--- src/rtl/reservation_station_pkg.sv ---
// Shared constants and opcode encoding for the Tomasulo core slice around the
// reservation station.
package reservation_station_pkg;

  localparam int ROB_SIZE_LOG = 4;
  localparam int OP_SIZE_LOG  = 5;
  localparam int RS_SIZE      = 8;
  localparam int RS_SIZE_LOG  = 3;

  typedef enum logic [OP_SIZE_LOG-1:0] {
    OP_NOP   = 5'd0,
    OP_LUI   = 5'd1,
    OP_AUIPC = 5'd2,
    OP_JAL   = 5'd3,
    OP_JALR  = 5'd4,
    OP_BEQ   = 5'd5,
    OP_BNE   = 5'd6,
    OP_BLT   = 5'd7,
    OP_BGE   = 5'd8,
    OP_LB    = 5'd9,
    OP_LH    = 5'd10,
    OP_LW    = 5'd11,
    OP_SB    = 5'd12,
    OP_SH    = 5'd13,
    OP_SW    = 5'd14,
    OP_ADDI  = 5'd15,
    OP_ADD   = 5'd16,
    OP_SUB   = 5'd17,
    OP_AND   = 5'd18,
    OP_OR    = 5'd19,
    OP_XOR   = 5'd20
  } op_e;

endpackage

--- src/rtl/reservation_station_select.sv ---
// Lowest-index priority encoder: reports whether any bit is set and the index
// of the lowest set bit.
module rs_select #(
  parameter int N = 8,
  parameter int W = $clog2(N)
) (
  input  logic [N-1:0] vec,
  output logic         found,
  output logic [W-1:0] idx
);

  // Scan from the top so the lowest set bit is the last to write idx.
  always_comb begin
    found = 1'b0;
    idx   = '0;
    for (int i = N - 1; i >= 0; i--) begin
      if (vec[i]) begin
        found = 1'b1;
        idx   = W'(i);
      end
    end
  end

endmodule

--- src/rtl/reservation_station.sv ---
// Reservation station: holds issued ALU instructions until both operands are
// known, snoops the ALU and load/store CDBs, and dispatches one ready entry per cycle.
module reservation_station
  import reservation_station_pkg::*;
#(
  parameter int RS_SIZE      = reservation_station_pkg::RS_SIZE,
  parameter int ROB_SIZE_LOG = reservation_station_pkg::ROB_SIZE_LOG,
  parameter int OP_SIZE_LOG  = reservation_station_pkg::OP_SIZE_LOG
) (
  input  logic                    clk,
  input  logic                    rst,
  input  logic                    rdy,
  input  logic                    flush,
  input  logic                    issue_enable,
  input  logic [OP_SIZE_LOG-1:0]  issue_op,
  input  logic [31:0]             issue_vj,
  input  logic [31:0]             issue_vk,
  input  logic [ROB_SIZE_LOG-1:0] issue_qj,
  input  logic [ROB_SIZE_LOG-1:0] issue_qk,
  input  logic                    issue_rj,
  input  logic                    issue_rk,
  input  logic [31:0]             issue_imm,
  input  logic [31:0]             issue_pc,
  input  logic [ROB_SIZE_LOG-1:0] issue_robid,
  output logic                    full,
  input  logic                    alu_cdb_valid,
  input  logic [ROB_SIZE_LOG-1:0] alu_cdb_robid,
  input  logic [31:0]             alu_cdb_value,
  input  logic                    lsb_cdb_valid,
  input  logic [ROB_SIZE_LOG-1:0] lsb_cdb_robid,
  input  logic [31:0]             lsb_cdb_value,
  output logic                    alu_valid,
  output logic [OP_SIZE_LOG-1:0]  alu_op,
  output logic [31:0]             alu_vj,
  output logic [31:0]             alu_vk,
  output logic [31:0]             alu_imm,
  output logic [31:0]             alu_pc,
  output logic [ROB_SIZE_LOG-1:0] alu_robid
);

  localparam int IW = $clog2(RS_SIZE);

  // Handshake: issue is a one-way strobe; upstream must hold issue_enable low
  // while full=1 (a request made while full is dropped). alu_valid is a one-cycle
  // strobe with no backpressure; rdy=0 freezes every register including outputs.

  logic [RS_SIZE-1:0]      busy, rj, rk;
  logic [OP_SIZE_LOG-1:0]  op    [RS_SIZE];
  logic [31:0]             vj    [RS_SIZE];
  logic [31:0]             vk    [RS_SIZE];
  logic [31:0]             imm   [RS_SIZE];
  logic [31:0]             pc    [RS_SIZE];
  logic [ROB_SIZE_LOG-1:0] qj    [RS_SIZE];
  logic [ROB_SIZE_LOG-1:0] qk    [RS_SIZE];
  logic [ROB_SIZE_LOG-1:0] robid [RS_SIZE];

  logic          free_found, ready_found;
  logic [IW-1:0] free_idx, ready_idx;
  logic          iss_rj, iss_rk;
  logic [31:0]   iss_vj, iss_vk;

  assign full = &busy;

  rs_select #(.N(RS_SIZE), .W(IW)) u_free_sel (
    .vec   (~busy),
    .found (free_found),
    .idx   (free_idx)
  );

  rs_select #(.N(RS_SIZE), .W(IW)) u_ready_sel (
    .vec   (busy & rj & rk),
    .found (ready_found),
    .idx   (ready_idx)
  );

  // Same-cycle CDB bypass for operands arriving with the issue.
  always_comb begin
    iss_rj = issue_rj;
    iss_vj = issue_vj;
    iss_rk = issue_rk;
    iss_vk = issue_vk;
    if (!issue_rj) begin
      if (alu_cdb_valid && alu_cdb_robid == issue_qj) begin
        iss_rj = 1'b1;
        iss_vj = alu_cdb_value;
      end else if (lsb_cdb_valid && lsb_cdb_robid == issue_qj) begin
        iss_rj = 1'b1;
        iss_vj = lsb_cdb_value;
      end
    end
    if (!issue_rk) begin
      if (alu_cdb_valid && alu_cdb_robid == issue_qk) begin
        iss_rk = 1'b1;
        iss_vk = alu_cdb_value;
      end else if (lsb_cdb_valid && lsb_cdb_robid == issue_qk) begin
        iss_rk = 1'b1;
        iss_vk = lsb_cdb_value;
      end
    end
  end

  always_ff @(posedge clk) begin
    if (!rst) begin
      busy      <= '0;
      alu_valid <= 1'b0;
      alu_op    <= '0;
      alu_vj    <= '0;
      alu_vk    <= '0;
      alu_imm   <= '0;
      alu_pc    <= '0;
      alu_robid <= '0;
    end else if (rdy) begin
      if (flush) begin
        busy      <= '0;
        alu_valid <= 1'b0;
      end else begin
        for (int i = 0; i < RS_SIZE; i++) begin
          if (busy[i] && !rj[i]) begin
            if (alu_cdb_valid && alu_cdb_robid == qj[i]) begin
              vj[i] <= alu_cdb_value;
              rj[i] <= 1'b1;
            end else if (lsb_cdb_valid && lsb_cdb_robid == qj[i]) begin
              vj[i] <= lsb_cdb_value;
              rj[i] <= 1'b1;
            end
          end
          if (busy[i] && !rk[i]) begin
            if (alu_cdb_valid && alu_cdb_robid == qk[i]) begin
              vk[i] <= alu_cdb_value;
              rk[i] <= 1'b1;
            end else if (lsb_cdb_valid && lsb_cdb_robid == qk[i]) begin
              vk[i] <= lsb_cdb_value;
              rk[i] <= 1'b1;
            end
          end
        end

        if (ready_found) begin
          busy[ready_idx] <= 1'b0;
          alu_valid       <= 1'b1;
          alu_op          <= op[ready_idx];
          alu_vj          <= vj[ready_idx];
          alu_vk          <= vk[ready_idx];
          alu_imm         <= imm[ready_idx];
          alu_pc          <= pc[ready_idx];
          alu_robid       <= robid[ready_idx];
        end else begin
          alu_valid <= 1'b0;
        end

        // free_idx is never busy, so it cannot collide with the dispatched slot.
        if (issue_enable && free_found) begin
          busy[free_idx]  <= 1'b1;
          op[free_idx]    <= issue_op;
          vj[free_idx]    <= iss_vj;
          rj[free_idx]    <= iss_rj;
          qj[free_idx]    <= issue_qj;
          vk[free_idx]    <= iss_vk;
          rk[free_idx]    <= iss_rk;
          qk[free_idx]    <= issue_qk;
          imm[free_idx]   <= issue_imm;
          pc[free_idx]    <= issue_pc;
          robid[free_idx] <= issue_robid;
        end
      end
    end
  end

endmodule

--- config.mk ---
export PLATFORM = sky130hd
export DESIGN_NAME = reservation_station
export DESIGN_NICKNAME = d
export VERILOG_FILES = /design/src/rtl/reservation_station_pkg.sv /design/src/rtl/reservation_station_select.sv /design/src/rtl/reservation_station.sv
export SDC_FILE = /design/constraint.sdc
export NUM_CORES = 2
export LEC_CHECK = 0
export BUFFER_PORTS_ARGS = -buffer_cell sky130_fd_sc_hd__buf_4
export CAP_MARGIN = 40
export CORE_MARGIN = 5
export CORE_UTILIZATION = 55
export DETAILED_ROUTE_END_ITERATION = 8
export PLACE_DENSITY = 0.81
export SYNTH_ARGS = -nofsm -noshare
export SYNTH_HDL_FRONTEND = slang
export SYNTH_HIERARCHICAL = 1
export SYNTH_SLANG_ARGS = --single-unit
--- constraint.sdc ---
create_clock -name clk -period 5.9 [get_ports clk]
set_input_delay 0 -clock clk [delete_from_list [all_inputs] [get_ports clk]]
set_output_delay 0 -clock clk [all_outputs]
set_load 0.01 [all_outputs]
Yosys cells after proc, flatten, opt, wreduce, memory -nomap -nowiden --
Memories as Yosys holds them, arrays and structs flattened. A register that Yosys moved wholly into a read port is not among the register bits. Index checks and enable logic that the tools add are counted.
Operators by class: order comparisons 4, equality and inequality tests 36, multiplexer cells 385, bitwise operators 23, reductions and logical operators 80
Operator list (number):
- 32-bit 2-to-1 mux | 22
- 1-bit 2-to-1 mux | 335
- 4-bit equality test | 36
- 8-bit 2-to-1 mux | 8
- 1-bit logical AND | 55
- 3-bit 2-to-1 mux | 16
- 8-bit bitwise AND | 3
- 1-bit zero test | 22
- 8-bit bitwise mux | 2
- 8-bit NOT | 2
- 1-bit OR | 16
- 3-bit by 4-bit less-than comparator with 1-bit output, second input constant | 2
- 8-bit OR | 1
- 8-bit AND reduction | 1
- 1-bit demux with 3-bit select | 2
- 3-bit by 1-bit greater-or-equal comparator with 1-bit output, second input constant | 2
- 3-bit AND reduction | 2
- 1-bit NOT | 1
Word-level totals: register bits after elaboration 25, bits in writable memories 1160, output and inout port bits 139, word-level logic and storage cells 540, memories kept 8
Memory list:
- imm | depth 8, width 32, read ports 1, clocked after Yosys merged registers in 1, wr ports 1, RTL line reservation_station.sv:51 | logic [31:0] imm [RS_SIZE];
- pc | depth 8, width 32, read ports 1, clocked after Yosys merged registers in 1, wr ports 1, RTL line reservation_station.sv:52 | logic [31:0] pc [RS_SIZE];
- vj | depth 8, width 32, read ports 1, clocked after Yosys merged registers in 1, wr ports 9, RTL line reservation_station.sv:49 | logic [31:0] vj [RS_SIZE];
- vk | depth 8, width 32, read ports 1, clocked after Yosys merged registers in 1, wr ports 9, RTL line reservation_station.sv:50 | logic [31:0] vk [RS_SIZE];
- op | depth 8, width 5, read ports 1, clocked after Yosys merged registers in 1, wr ports 1, RTL line reservation_station.sv:48 | logic [OP_SIZE_LOG-1:0] op [RS_SIZE];
- qj | depth 8, width 4, read ports 8, clocked after Yosys merged registers in 0, wr ports 1, RTL line reservation_station.sv:53 | logic [ROB_SIZE_LOG-1:0] qj [RS_SIZE];
- +2 memories

Longest topological paths before layout --
word-level depth 23, mapped depth 11, gate-level depth less buffers 9

Hierarchy --
Netlist, hierarchy kept.
Modules (own cells, without submodules):
- reservation_station | times used 1, cells each 4034, area each 63793.7 sq um, seq. area each 38236.7 sq um
- rs_select | times used 2, cells each 13, area each 80.1 sq um, seq. area each 0.0 sq um

Worst setup path before layout --
Ideal clock, no wire load.
kind register -> register, start point register busy[2], end point memory vj[7][22] (data pin), library setup time 381 ps, arrival time 4412 ps, required time 5519 ps, setup slack 1107 ps, stages on the path, launching flop included 9, path buffers 2, period minus slack after synthesis 4793 ps, cell sequence dfxtp_1 -> inv_1 -> o41ai_1 -> and3_1 -> clkbuf_1 -> nand3_1 -> nor2_1 -> buf_1 -> mux2i_1
RTL lines:
- start: declaration | RTL line reservation_station.sv:47 | logic [RS_SIZE-1:0] busy, rj, rk;
- start signal: assignment | RTL line reservation_station.sv:104 | busy <= '0;
- start signal: assignment | RTL line reservation_station.sv:114 | busy <= '0;
- start signal: indexed assignment | RTL line reservation_station.sv:139 | busy[ready_idx] <= 1'b0;
- end: declaration | RTL line reservation_station.sv:49

==> reports/metrics.cfg <==
[logic_synthesis]
synth_top_family_by_area=multiplexers
ys_top_cells_by_area=edfxtp_1 55%, mux2i_1 18%, mux4_2 9.6%, dfxtp_1 4.6%, o211a_1 2.1%
synthMuxAreaShare_pct=28.1
synth_area_per_cell_sq_um=15.8
synth-xor-area-share_pct=1.93
ys_warn_count=6
yosys.cell_types.count=48
synthCells=4060
yosys.area_share.simple_pct=2.74
synth-adder-area-share_pct=0
synthesis.nets=4286
synth_compound_area_share_pct=4.51
synth_top_area_share_pct=55.2
seq_area_frac_synth_pct=59.8
synth_area_sq_um=64000
ys_seq_elements=1322
synth_ff_type=edfxtp_1
synth_edf_count=1176
yosys.area.top_type=edfxtp_1
yosys.cell_count.top_type=mux2i_1
synth_common_cells=1177 x mux2i_1, 1176 x edfxtp_1, 274 x mux4_2, 262 x clkbuf_1, 166 x nand2_1
synthArstFlopShare_pct=0

[sta]
fmax_mhz=235
finalCriticalPeriod_ps=4260
fin_crit_sh_pct=72.2
hold_slack_ps=30.3
finalHoldViolations=0
clock_skew_ps=36.4
finalSetupTns_ps=0
rsz0062_at_grt=no
worst_slew_pin_slew_ps=1210
slew_headroom_pct=19.5
setup_viol=0
report.final.slew_viol_count=0

[critical_path]
critPathCaptureType=flop
crit_start=busy[5]
r2r-end=vk[1][6]
path_cells=inv_1, nor2_1, o21ai_0, a211oi_1, nor2_1, nand3_4, buf_4, buf_4, mux2i_1, dlygate4sd3_1
rr_startpoint=busy[5]
cp.arrival_ps=4750
criticalPathCategory=reg2reg
worst-path-stages=10
worstPathRequired_ps=6400
rr_worst_depth=10
worstPathMaxFanout=38
reg2reg_slack_ps=1640
slowest_stage=buf_4
critPathMaxStageDelay_ps=820
crit_family=buffers and inverters
endpoint=vk[1][6]
start_kind=flop
worst-path-buf-inv=4

[drt]
firstDrtPassIters=8
drtIter0Drc=4949
totalWireLength_um=187000
wire_per_inst_um=30.0
antenna_left=0
viasPerCell=6.56
drc=0
num_vias=40915

[layout]
fin_nets=4810
utilization_pct=66.0
multi_input_area_sq_um=24200
fill_cells=7765
area_growth_pct=19.6
register_area_sq_um=38200
layout-drive-gt1-share_pct=22.6

[pwr]
peakVddDrop_mv=0.282
power_density_nw_per_um2=267
leakagePower_uw=0.0304

[floorplan]
core-area_sq_um=116000
die_h_um=351
std_cell_rows=125
die_width_um=351
initial_core_util_pct=55.2
dieArea_sq_um=123000
io-pin-count=365

[grt]
grt_use_met1_pct=39.5
grt_use_total_pct=30.1
antenna_found_initial=19
grt_pass1_wl_um=274000
grt_max_degree=109
grt_use_met2_pct=48.2
busiest_layer=met2
first_global_vias=42054
grt.met3_usage_pct=7.79
gr-total-overflow=0

[outcome]
run_status=completed

[placed_design]
dp_hpwl_um=103000
gp_congestion=0.890
io_buffers=364

[min_path]
hold_class=in2reg

[clocking]
root_buffer=clkbuf_16
clkTransAtPathRegs_ps=70
cts_htree_levels=4
cts_resized=0
cts.path.max_buffers=3
clk_latency_ps=760
cts_tree=done
cts_buffers=143
post-cts-setup-buffer-count=0
clkSinkCount=1322

[flow_run]
drv_cap=0

-- sequential cells by signal (all words and copies together), names as in the netlist, 32 cells and up --
register  cells
pc          256
alu_vk       32
vj          256
alu_vj       32
qk           32
qj           32
alu_pc       32
op           40
alu_imm      32
robid        32
imm         256
vk          256
-- worst min path at each step --
stage               slack, ps            from          end  cells past startpoint
finish                     30     issue_op[1]     op[5][1]                      2
global route               20     issue_op[1]     op[5][1]                      2
CTS                         2   issue_imm[22]   imm[0][22]                      2
floorplan                 100    issue_imm[0]    imm[0][0]                      0
detailed placement        240    issue_pc[29]    pc[4][29]                      1
global placement          230  issue_robid[2]  robid[5][2]                      1
-- repair_timing --
action                     in CTS  in global routing
setup endpoints to repair       0                  0
hold endpoints to repair     1236                  0
hold buffers                  327                  0
-- layer usage --
metal	up-vias	share of wire [%]
met1	20789	37
met4	16	4.5
met5	-	0.058
met3	558	11
met2	2542	47
li1	17010	-
-- cell usage in the layout (no fill, tap or decap), types with 22 or more instances in the layout --
cell	n
inv_1	47
edfxtp_1	1176
nor3_1	42
clkbuf_8	23
a222oi_1	31
dlygate4sd3_1	327
xor2_1	100
a21oi_4	36
nand3_1	57
nand3b_1	24
xnor2_1	41
buf_4	442
mux2i_1	1177
mux4_2	274
a21oi_1	22
clkbuf_1	34
clkbuf_16	145
dfxtp_1	146
o211a_1	137
nand2_1	166
-- power by group --
part           internal (uW)  leakage (uW)  switching, uW  total, uW
Sequential             10200        0.0118           14.8      10200
Clock                   5230       0.00233           3790       9020
Combinational            513        0.0163            672       1190
Total                  16000        0.0304           4480      20400
-- area by class of cell --
| cell class | instances | share of cell area [%] |
|---|---|---|
| flip-flops and latches | 1322 | 50.0 |
| diodes | 13 | 0.0425 |
| clock inverters | 63 | 0.922 |
| inverters | 50 | 0.252 |
| multi-input cells | 2269 | 31.6 |
| well taps | 1524 | 2.49 |
| repair buffers | 798 | 9.39 |
| clock buffers | 202 | 5.32 |
-- cell families after synthesis --
| kind of cell | after synthesis |
|---|---|
| flip-flops | 1322 |
| multiplexers | 1451 |
| AO/OA/AOI/OAI | 309 |
| XOR/XNOR | 141 |
| AND/OR/NAND/NOR | 368 |
| buffers and inverters | 469 |
-- through the flow --
stage	std cells	setup WS (ps)	power [uW]	cell area, sq um
after floorplan	4060	1110	11000	64000
after global placement	5620	2280	11300	68100
after detailed placement	5635	2230	11400	68400
after CTS	6227	1830	20500	76500
after global routing	6231	1580	21000	76500
final	6241	1640	20400	76500
No activity file was read; power rests on OpenSTA's default activity.
